===== src/rtl/ahbl_rr_arbiter_if.sv =====
// Address-phase request/grant bundle between the AHB-Lite
// master caches and the round-robin arbiter.
interface ahbl_rr_arbiter_if #(
  parameter int MM = 3
);
  localparam int SW = (MM > 1) ? $clog2(MM) : 1;

  logic [MM-1:0][1:0] HTRANS;
  logic [MM-1:0]      HMASTLOCK;
  logic               HREADY;
  logic [MM-1:0]      ARB_SEL;
  logic [SW-1:0]      MASTER_SEL;
  logic [MM-1:0]      ARB_SEL_PREV;
  logic [SW-1:0]      MASTER_SEL_PREV;

  modport master (
    output HTRANS,
    output HMASTLOCK,
    output HREADY,
    input  ARB_SEL,
    input  MASTER_SEL,
    input  ARB_SEL_PREV,
    input  MASTER_SEL_PREV
  );

  modport slave (
    input  HTRANS,
    input  HMASTLOCK,
    input  HREADY,
    output ARB_SEL,
    output MASTER_SEL,
    output ARB_SEL_PREV,
    output MASTER_SEL_PREV
  );
endinterface


===== src/rtl/ahbl_rr_arbiter.sv =====
// Round-robin AHB-Lite arbiter with lock/burst hold and a
// per-owner NONSEQ quota; tracks the data-phase owner too.
module ahbl_rr_arbiter #(
  parameter int MM       = 3,
  parameter int MAX_HOLD = 4
) (
  input logic             HCLK,
  input logic             HRESETn,
  ahbl_rr_arbiter_if.slave bus
);
  localparam int SW = (MM > 1) ? $clog2(MM) : 1;

  typedef enum logic [2:0] {
    D_LOCK,
    D_BURST,
    D_PARK,
    D_QUOTA,
    D_RR
  } dec_e;

  logic [SW-1:0] owner;
  logic [SW-1:0] prev;
  logic [7:0]    hold_cnt;

  logic [SW-1:0] owner_nxt;
  logic [7:0]    hold_nxt;
  logic [SW-1:0] rr_pick;
  logic          rr_found;

  logic [MM-1:0] req;
  logic [MM-1:0] own_oh;
  logic [MM-1:0] prev_oh;
  logic [1:0]    own_trans;
  logic          own_lock;
  logic          others;
  logic          own_burst;
  logic          own_nseq;
  logic          quota_ok;
  dec_e          dec;

  // One-hot decode of both registers and the owner's own request view
  always_comb begin
    own_oh    = '0;
    prev_oh   = '0;
    own_trans = 2'b00;
    own_lock  = 1'b0;
    for (int j = 0; j < MM; j++) begin
      req[j] = bus.HTRANS[j][1];
      if (owner == SW'(j)) begin
        own_oh[j] = 1'b1;
        own_trans = bus.HTRANS[j];
        own_lock  = bus.HMASTLOCK[j];
      end
      if (prev == SW'(j)) begin
        prev_oh[j] = 1'b1;
      end
    end
  end

  // First requester after the owner, wrapping at MM-1
  always_comb begin
    rr_pick  = owner;
    rr_found = 1'b0;
    for (int k = 1; k < MM; k++) begin
      if (!rr_found && req[(int'(owner) + k) % MM]) begin
        rr_pick  = SW'((int'(owner) + k) % MM);
        rr_found = 1'b1;
      end
    end
  end

  // Rule priority: lock, burst, park, quota, rotate
  always_comb begin
    others    = |(req & ~own_oh);
    own_burst = own_trans[0];
    own_nseq  = (own_trans == 2'b10);
    quota_ok  = ({1'b0, hold_cnt} + 9'd1) < 9'(MAX_HOLD);
    dec       = D_RR;
    if (own_lock) begin
      dec = D_LOCK;
    end else if (own_burst) begin
      dec = D_BURST;
    end else if (!others) begin
      dec = D_PARK;
    end else if (own_nseq && quota_ok) begin
      dec = D_QUOTA;
    end
  end

  // Next owner and quota count per decision
  always_comb begin
    owner_nxt = owner;
    hold_nxt  = hold_cnt;
    unique case (dec)
      D_LOCK,
      D_BURST: begin
        owner_nxt = owner;
        hold_nxt  = hold_cnt;
      end
      D_PARK: begin
        owner_nxt = owner;
        hold_nxt  = 8'd0;
      end
      D_QUOTA: begin
        owner_nxt = owner;
        hold_nxt  = hold_cnt + 8'd1;
      end
      D_RR: begin
        owner_nxt = rr_pick;
        hold_nxt  = 8'd0;
      end
      default: begin
        owner_nxt = owner;
        hold_nxt  = hold_cnt;
      end
    endcase
  end

  // Arbitrate only when the downstream bus accepts the address phase
  always_ff @(posedge HCLK or negedge HRESETn) begin
    if (!HRESETn) begin
      owner    <= '0;
      prev     <= '0;
      hold_cnt <= 8'd0;
    end else if (bus.HREADY) begin
      prev     <= owner;
      owner    <= owner_nxt;
      hold_cnt <= hold_nxt;
    end
  end

  assign bus.ARB_SEL         = own_oh;
  assign bus.MASTER_SEL      = owner;
  assign bus.ARB_SEL_PREV    = prev_oh;
  assign bus.MASTER_SEL_PREV = prev;

endmodule


===== src/flat_wrapper.sv =====
// flat-port wrapper written by rule: the top's interface ports become plain ports
module ahbl_rr_arbiter_flat 
#(
  parameter int MM       = 3,
  parameter int MAX_HOLD = 4
)
  (HCLK, HRESETn, bus_HTRANS, bus_HMASTLOCK, bus_HREADY, bus_ARB_SEL, bus_MASTER_SEL, bus_ARB_SEL_PREV, bus_MASTER_SEL_PREV);
  ahbl_rr_arbiter_if #(.MM(MM)) bus_i ();
  input logic HCLK;
  input logic HRESETn;
  input wire logic [$bits(bus_i.HTRANS)-1:0] bus_HTRANS;
  input wire logic [$bits(bus_i.HMASTLOCK)-1:0] bus_HMASTLOCK;
  input wire logic [$bits(bus_i.HREADY)-1:0] bus_HREADY;
  output wire logic [$bits(bus_i.ARB_SEL)-1:0] bus_ARB_SEL;
  output wire logic [$bits(bus_i.MASTER_SEL)-1:0] bus_MASTER_SEL;
  output wire logic [$bits(bus_i.ARB_SEL_PREV)-1:0] bus_ARB_SEL_PREV;
  output wire logic [$bits(bus_i.MASTER_SEL_PREV)-1:0] bus_MASTER_SEL_PREV;
  assign bus_i.HTRANS = bus_HTRANS;
  assign bus_i.HMASTLOCK = bus_HMASTLOCK;
  assign bus_i.HREADY = bus_HREADY;
  assign bus_ARB_SEL = bus_i.ARB_SEL;
  assign bus_MASTER_SEL = bus_i.MASTER_SEL;
  assign bus_ARB_SEL_PREV = bus_i.ARB_SEL_PREV;
  assign bus_MASTER_SEL_PREV = bus_i.MASTER_SEL_PREV;
  ahbl_rr_arbiter #(.MM(MM), .MAX_HOLD(MAX_HOLD)) u_core (.HCLK(HCLK), .HRESETn(HRESETn), .bus(bus_i));
endmodule

===== config.mk =====
export PLATFORM = sky130hd
export DESIGN_NAME = ahbl_rr_arbiter_flat
export DESIGN_NICKNAME = d
export VERILOG_FILES = /design/src/rtl/ahbl_rr_arbiter_if.sv /design/src/rtl/ahbl_rr_arbiter.sv /design/src/flat_wrapper.sv
export SDC_FILE = /design/constraint.sdc
export NUM_CORES = 1
export LEC_CHECK = 0
export CORE_UTILIZATION = 47
export CTS_BUF_LIST = sky130_fd_sc_hd__clkbuf_16
export DETAILED_ROUTE_END_ITERATION = 8
export GPL_ROUTABILITY_DRIVEN = 0
export PLACE_DENSITY = 0.77
export RECOVER_POWER = 25
export SYNTH_ARGS = -nofsm -noshare
export SYNTH_HDL_FRONTEND = slang
export SYNTH_SLANG_ARGS = --single-unit

===== constraint.sdc =====
create_clock -name HCLK -period 2.5 [get_ports HCLK]
set_input_delay 0.375 -clock HCLK [delete_from_list [all_inputs] [get_ports HCLK]]
set_output_delay 0.375 -clock HCLK [all_outputs]
set_load 0.02 [all_outputs]

# == Word level (Yosys, flattened, before mapping) ==
# Index checks and enable logic that the tools add are counted.
# W data, S select, Z words.
# word_totals
register_bits,12
latch_bits,0
ramBits,0
rom_bits,0
inputBits,12
output_inout_bits,10
elab_cells,59
n_memories,0
# classes
addsub,4
mul,0
n_div,2
magnitude_cmp,3
n_eq_ne,8
n_shift,0
muxes,26
bitwise,2
n_reduce_logical,11
# op_table
cell,n
$lt A32 B4 Y1 const B,2
$mod A32 B3 Y32 const B,2
$pmux W8 S2,1
$mux W1,14
$mux W3,4
$mux W2,5
$add A8 B1 Y9 const B,1
$lt A9 B3 Y1 const B,1
$add A8 B1 Y8 const B,1
$eq A2 B2 Y1 const B,3
$eq A3 B2 Y1 const B,2
$bmux W1 S2,2
$eq A2 B1 Y1 const B,2
$logic_not A2 Y1,2
$reduce_bool A2 Y1,2
$add A2 B1 Y3 const B,1
$add A2 B2 Y3 const B,1
$and A3 B3 Y3,1
$eq A3 B3 Y1 const B,1
$not A3 Y3,1
$reduce_and A3 Y1,1
$reduce_or A3 Y1,1
$logic_and A1 B1 Y1,2
$reduce_and A2 Y1,1
other kinds (2),2

# == Depth between registers and ports, before layout ==
# depth
word_depth,14
mapped_depth,8
ltp_nobuf,7

# == Worst setup path before layout ==
# OpenSTA, ideal clock, no wires.
# synth_timing
kind,register to register
start,"reg u_core.owner[0], in the netlist u_core.bus.MASTER_SEL[0]"
end,"reg u_core.owner[1], in the netlist u_core.bus.MASTER_SEL[1]"
setup_time_ns,0.128
arrival_time_ns,2.008
t_required_ns,2.372
setup_slack_ns,0.364
path_stages_with_launch,8
n_path_buf,1
synth_period_minus_slack_ns,2.136
path_cell_list,dfrtp_1 > inv_1 > ha_1 > clkbuf_1 > o21ai_0 > a221o_1 > o211ai_2 > mux2_1
# synth_via
elab_chain_len,12
word_cells_on_any_way,39
cone_classes,add/sub: 2; div: 2; eq/ne: 4; mux: 22; bitwise: 2; reduce/logical: 7
# synth_lines
item,line_no,rtl
"start, declared",ahbl_rr_arbiter.sv:21,logic [SW-1:0] owner;
"start signal, assigned",ahbl_rr_arbiter.sv:127,owner <= owner_nxt;
branches (longest 12 deep; another with $mod A32 B3 Y32),--,
# Several ways; the timed one is not identified. The select of a mux whose other input is x is not followed.
# A chain may end at the register's enable or synchronous reset.

# == Worst setup path after layout ==
# layout_timing
start,"reg u_core.owner[0], in the netlist u_core.bus.MASTER_SEL[0]"
end,out bus_ARB_SEL[2]
# layout_via
elab_chain_len,2
# layout_lines
item,line_no,rtl
$eq A2 B2 Y1,ahbl_rr_arbiter.sv:49,if (owner == SW'(j)) begin
$mux W1,ahbl_rr_arbiter.sv:49,
"end, declared",flat_wrapper.sv:14,output wire logic [$bits(bus_i.ARB_SEL)-1:0] bus_ARB_SEL;
# No other way between the ends.

==> results.json <==
{
  "layout_worst_path_cycle_share_pct": 87.5,
  "routedWlPerCell_um": 14.3,
  "numCtsBuffers": 3,
  "synth-edff-count": 0,
  "synth_nets": 113,
  "grt_pass1_wl_um": 3360,
  "dpl.hpwl_um": 1570,
  "htreeDepth": 1,
  "fin_setup_tns_ps": 0,
  "clk_pin_slew_worst_paths_ps": 40,
  "met3_usage_pct": 9.92,
  "ys_types": 38,
  "num_vias": 816,
  "setup_viol": 0,
  "fillCellCount": 146,
  "grt_max_degree": 13,
  "hold_violations": 0,
  "layout_commonest_cell": "clkdlybuf4s50_1",
  "internal_power_w": 0.000865,
  "cts_root_buf": "clkbuf_16",
  "required_ps": 2120,
  "first_pass_iters": 4,
  "min_path_cells": 1,
  "nets": 138,
  "power_frac_comb_pct": 60.0,
  "io_buffer_count": 21,
  "hp-class": "register to register",
  "p_leak_nw": 0.518,
  "p_sw_w": 0.000622,
  "syn_area_per_cell_sq_um": 9.38,
  "die_h_um": 45.5,
  "grt.overflow.total": 0,
  "swShare_pct": 41.8,
  "ioPinCount": 22,
  "layout-area-overhead-vs-synth_pct": 36.0,
  "synth_ff_type": "dfrtp_1",
  "utilization_pct": 69.4,
  "fp-row-count": 15,
  "yosys.area.top_type": "dfrtp_1",
  "drt-total-wl_um": 2060,
  "cts_tree": "done",
  "fmax_mhz": 457,
  "crit_fanout": 8,
  "cts-hold-fix-buffers": 0,
  "groute.usage.overall_pct": 23.1,
  "hold_start": "u_core.hold_cnt[5]$_DFFE_PN0P_",
  "r2r_end": "u_core.bus.MASTER_SEL[1]$_DFFE_PN0P_",
  "mostFrequentLayoutCells": "clkdlybuf4s50_1, dfrtp_1, inv_1",
  "ant_nets": 0,
  "synth_area_leaders": "dfrtp_1, ha_1, inv_1, nor2b_1, o21ai_0",
  "slew_violations": 0,
  "clkSinkCount": 12,
  "clkLatencyLatePin_ps": 240,
  "synthCells": 95,
  "endpoint_kind": "output pin",
  "slew_headroom_pct": 64.7,
  "seq_area_sq_um": 300,
  "drive_above_1_share_pct": 10.9,
  "p_clk_share_pct": 19.7,
  "grt-busiest-layer": "met2",
  "multi_input_area_sq_um": 542,
  "fp.coreArea_sq_um": 1750,
  "via_per_inst": 5.67,
  "postCtsSetupRepairBufs": 0,
  "hold_ws_ps": 521,
  "r2r_setup_slack_ps": 350,
  "outcome": "finished, final reports clean",
  "reg2reg_from": "u_core.bus.MASTER_SEL[0]$_DFFE_PN0P_",
  "grtUsageMet1_pct": 29.0,
  "netlist.area_leader.share_pct": 33.7,
  "cts_resized": 0,
  "ir_drop_uv": 734,
  "synth-seq-cells": 12,
  "fin_worst_skew_ps": 1.64,
  "hold-path-endpoint": "u_core.hold_cnt[5]$_DFFE_PN0P_",
  "p_seq_share_pct": 20.3,
  "rr_worst_depth": 7,
  "worst_pin_slew_ps": 528,
  "rsz0062_at_grt": "no",
  "initialDrtViolationCount": 17,
  "grt_pass1_vias": 776,
  "max_cap_violations": 0,
  "diodes": 0,
  "synthArstFlopShare_pct": 100,
  "drc_errors": 0,
  "met2_usage_pct": 36.6,
  "antenna_found_initial": 0,
  "ys_seq_area_share_pct": 33.7,
  "p_per_area_nw_per_um2": 1230,
  "syn_area_sq_um": 891,
  "period_needed_ps": 2190,
  "die_w_um": 45.5,
  "start_kind": "register",
  "initial_core_util_pct": 51.0,
  "criticalPathCategory": "register to output pin",
  "crit_arrival_ps": 1810,
  "cts_max_path_buffers": 2,
  "ys_warn_count": 0,
  "fp.dieArea_sq_um": 2070
}
-- metrics by stage --
| step | cells | setup WS, ps | area, sq um | power (W) |
|---|---|---|---|---|
| 2_1_floorplan | 95 | 364 | 891 | 0.000881 |
| 3_3_place_gp | 140 | 404 | 1130 | 0.00116 |
| 3_5_place_dp | 140 | 356 | 1130 | 0.00119 |
| 4_1_cts | 144 | 318 | 1210 | 0.00149 |
| 5_1_grt | 144 | 239 | 1210 | 0.00160 |
| 6_report | 144 | 312 | 1210 | 0.00149 |
-- worst max path at each step --
stage	start	end	slack, ps	cells past startpoint
floorplan	u_core.bus.MASTER_SEL[0]$_DFFE_PN0P_	u_core.bus.MASTER_SEL[1]$_DFFE_PN0P_	360	7
global placement	bus_HTRANS[3]	u_core.bus.MASTER_SEL[1]$_DFFE_PN0P_	400	6
detailed placement	bus_HTRANS[3]	u_core.bus.MASTER_SEL[1]$_DFFE_PN0P_	360	6
CTS	u_core.bus.MASTER_SEL[0]$_DFFE_PN0P_	bus_ARB_SEL[2]	320	3
global route	u_core.bus.MASTER_SEL[0]$_DFFE_PN0P_	u_core.bus.MASTER_SEL[1]$_DFFE_PN0P_	240	7
finish	u_core.bus.MASTER_SEL[0]$_DFFE_PN0P_	bus_ARB_SEL[2]	310	3
-- worst max-delay path, cell delays in order, from the launching register on --
cell and delay [ps]:
dfrtp_1 420, inv_1 140, ha_1 350, clkdlybuf4s50_1 670
-- state kept, by name, indices dropped and copies added, names as in the netlist --
| name | count |
|---|---|
| u_core.bus.MASTER_SEL_PREV | 2 |
| u_core.bus.MASTER_SEL | 2 |
| u_core.hold_cnt | 8 |
-- power groups by stage --
| stage | clock [W] | sequential (W) | combinational, W |
|---|---|---|---|
| 5_1_grt | 0.000310 | 0.000313 | 0.000973 |
| 6_report | 0.000293 | 0.000302 | 0.000892 |
| 4_1_cts | 0.000297 | 0.000302 | 0.000892 |
| 3_3_place_gp | 0 | 0.000301 | 0.000863 |
| 3_5_place_dp | 0 | 0.000304 | 0.000885 |
| 2_1_floorplan | 0 | 0.000331 | 0.000550 |
-- routing by layer --
layer / routed length, um / vias to the layer above
met2: 974 / 25
met3: 117 / 4
met1: 932 / 393
met4: 34 / 0
li1: - / 394
met5: 0 / -
-- cell type report --
type	count	share of cell area, %
multi-input cells	70	44.7
flip-flops and latches	12	24.8
repair buffers	22	18.0
clock buffers	3	6.20
inverters	11	3.41
well taps	25	2.58
clock inverters	1	0.310
-- synth_stat cells, drive strengths merged (2+ instances only) --
master / count
clkbuf: 2
and2b: 4
inv: 11
nand2: 5
nor2b: 5
o21ai: 6
nand3: 4
ha: 6
nand4: 2
mux2: 3
dfrtp: 12
a221oi: 2
a21oi: 4
nand3b: 3
nor3: 3
a311oi: 2
nor2: 3
-- cells by family after synthesis --
group	count (synthesis)	synth area share (%)
AO/OA/AOI/OAI	22	21.1
XOR/XNOR	2	1.97
adder cells (fa/ha/maj)	6	8.43
buffers and inverters	13	5.48
flip-flops	12	33.7
multiplexers	4	4.92
AND/OR/NAND/NOR	36	24.4
Note: power is estimated with default switching activity, not from simulation.
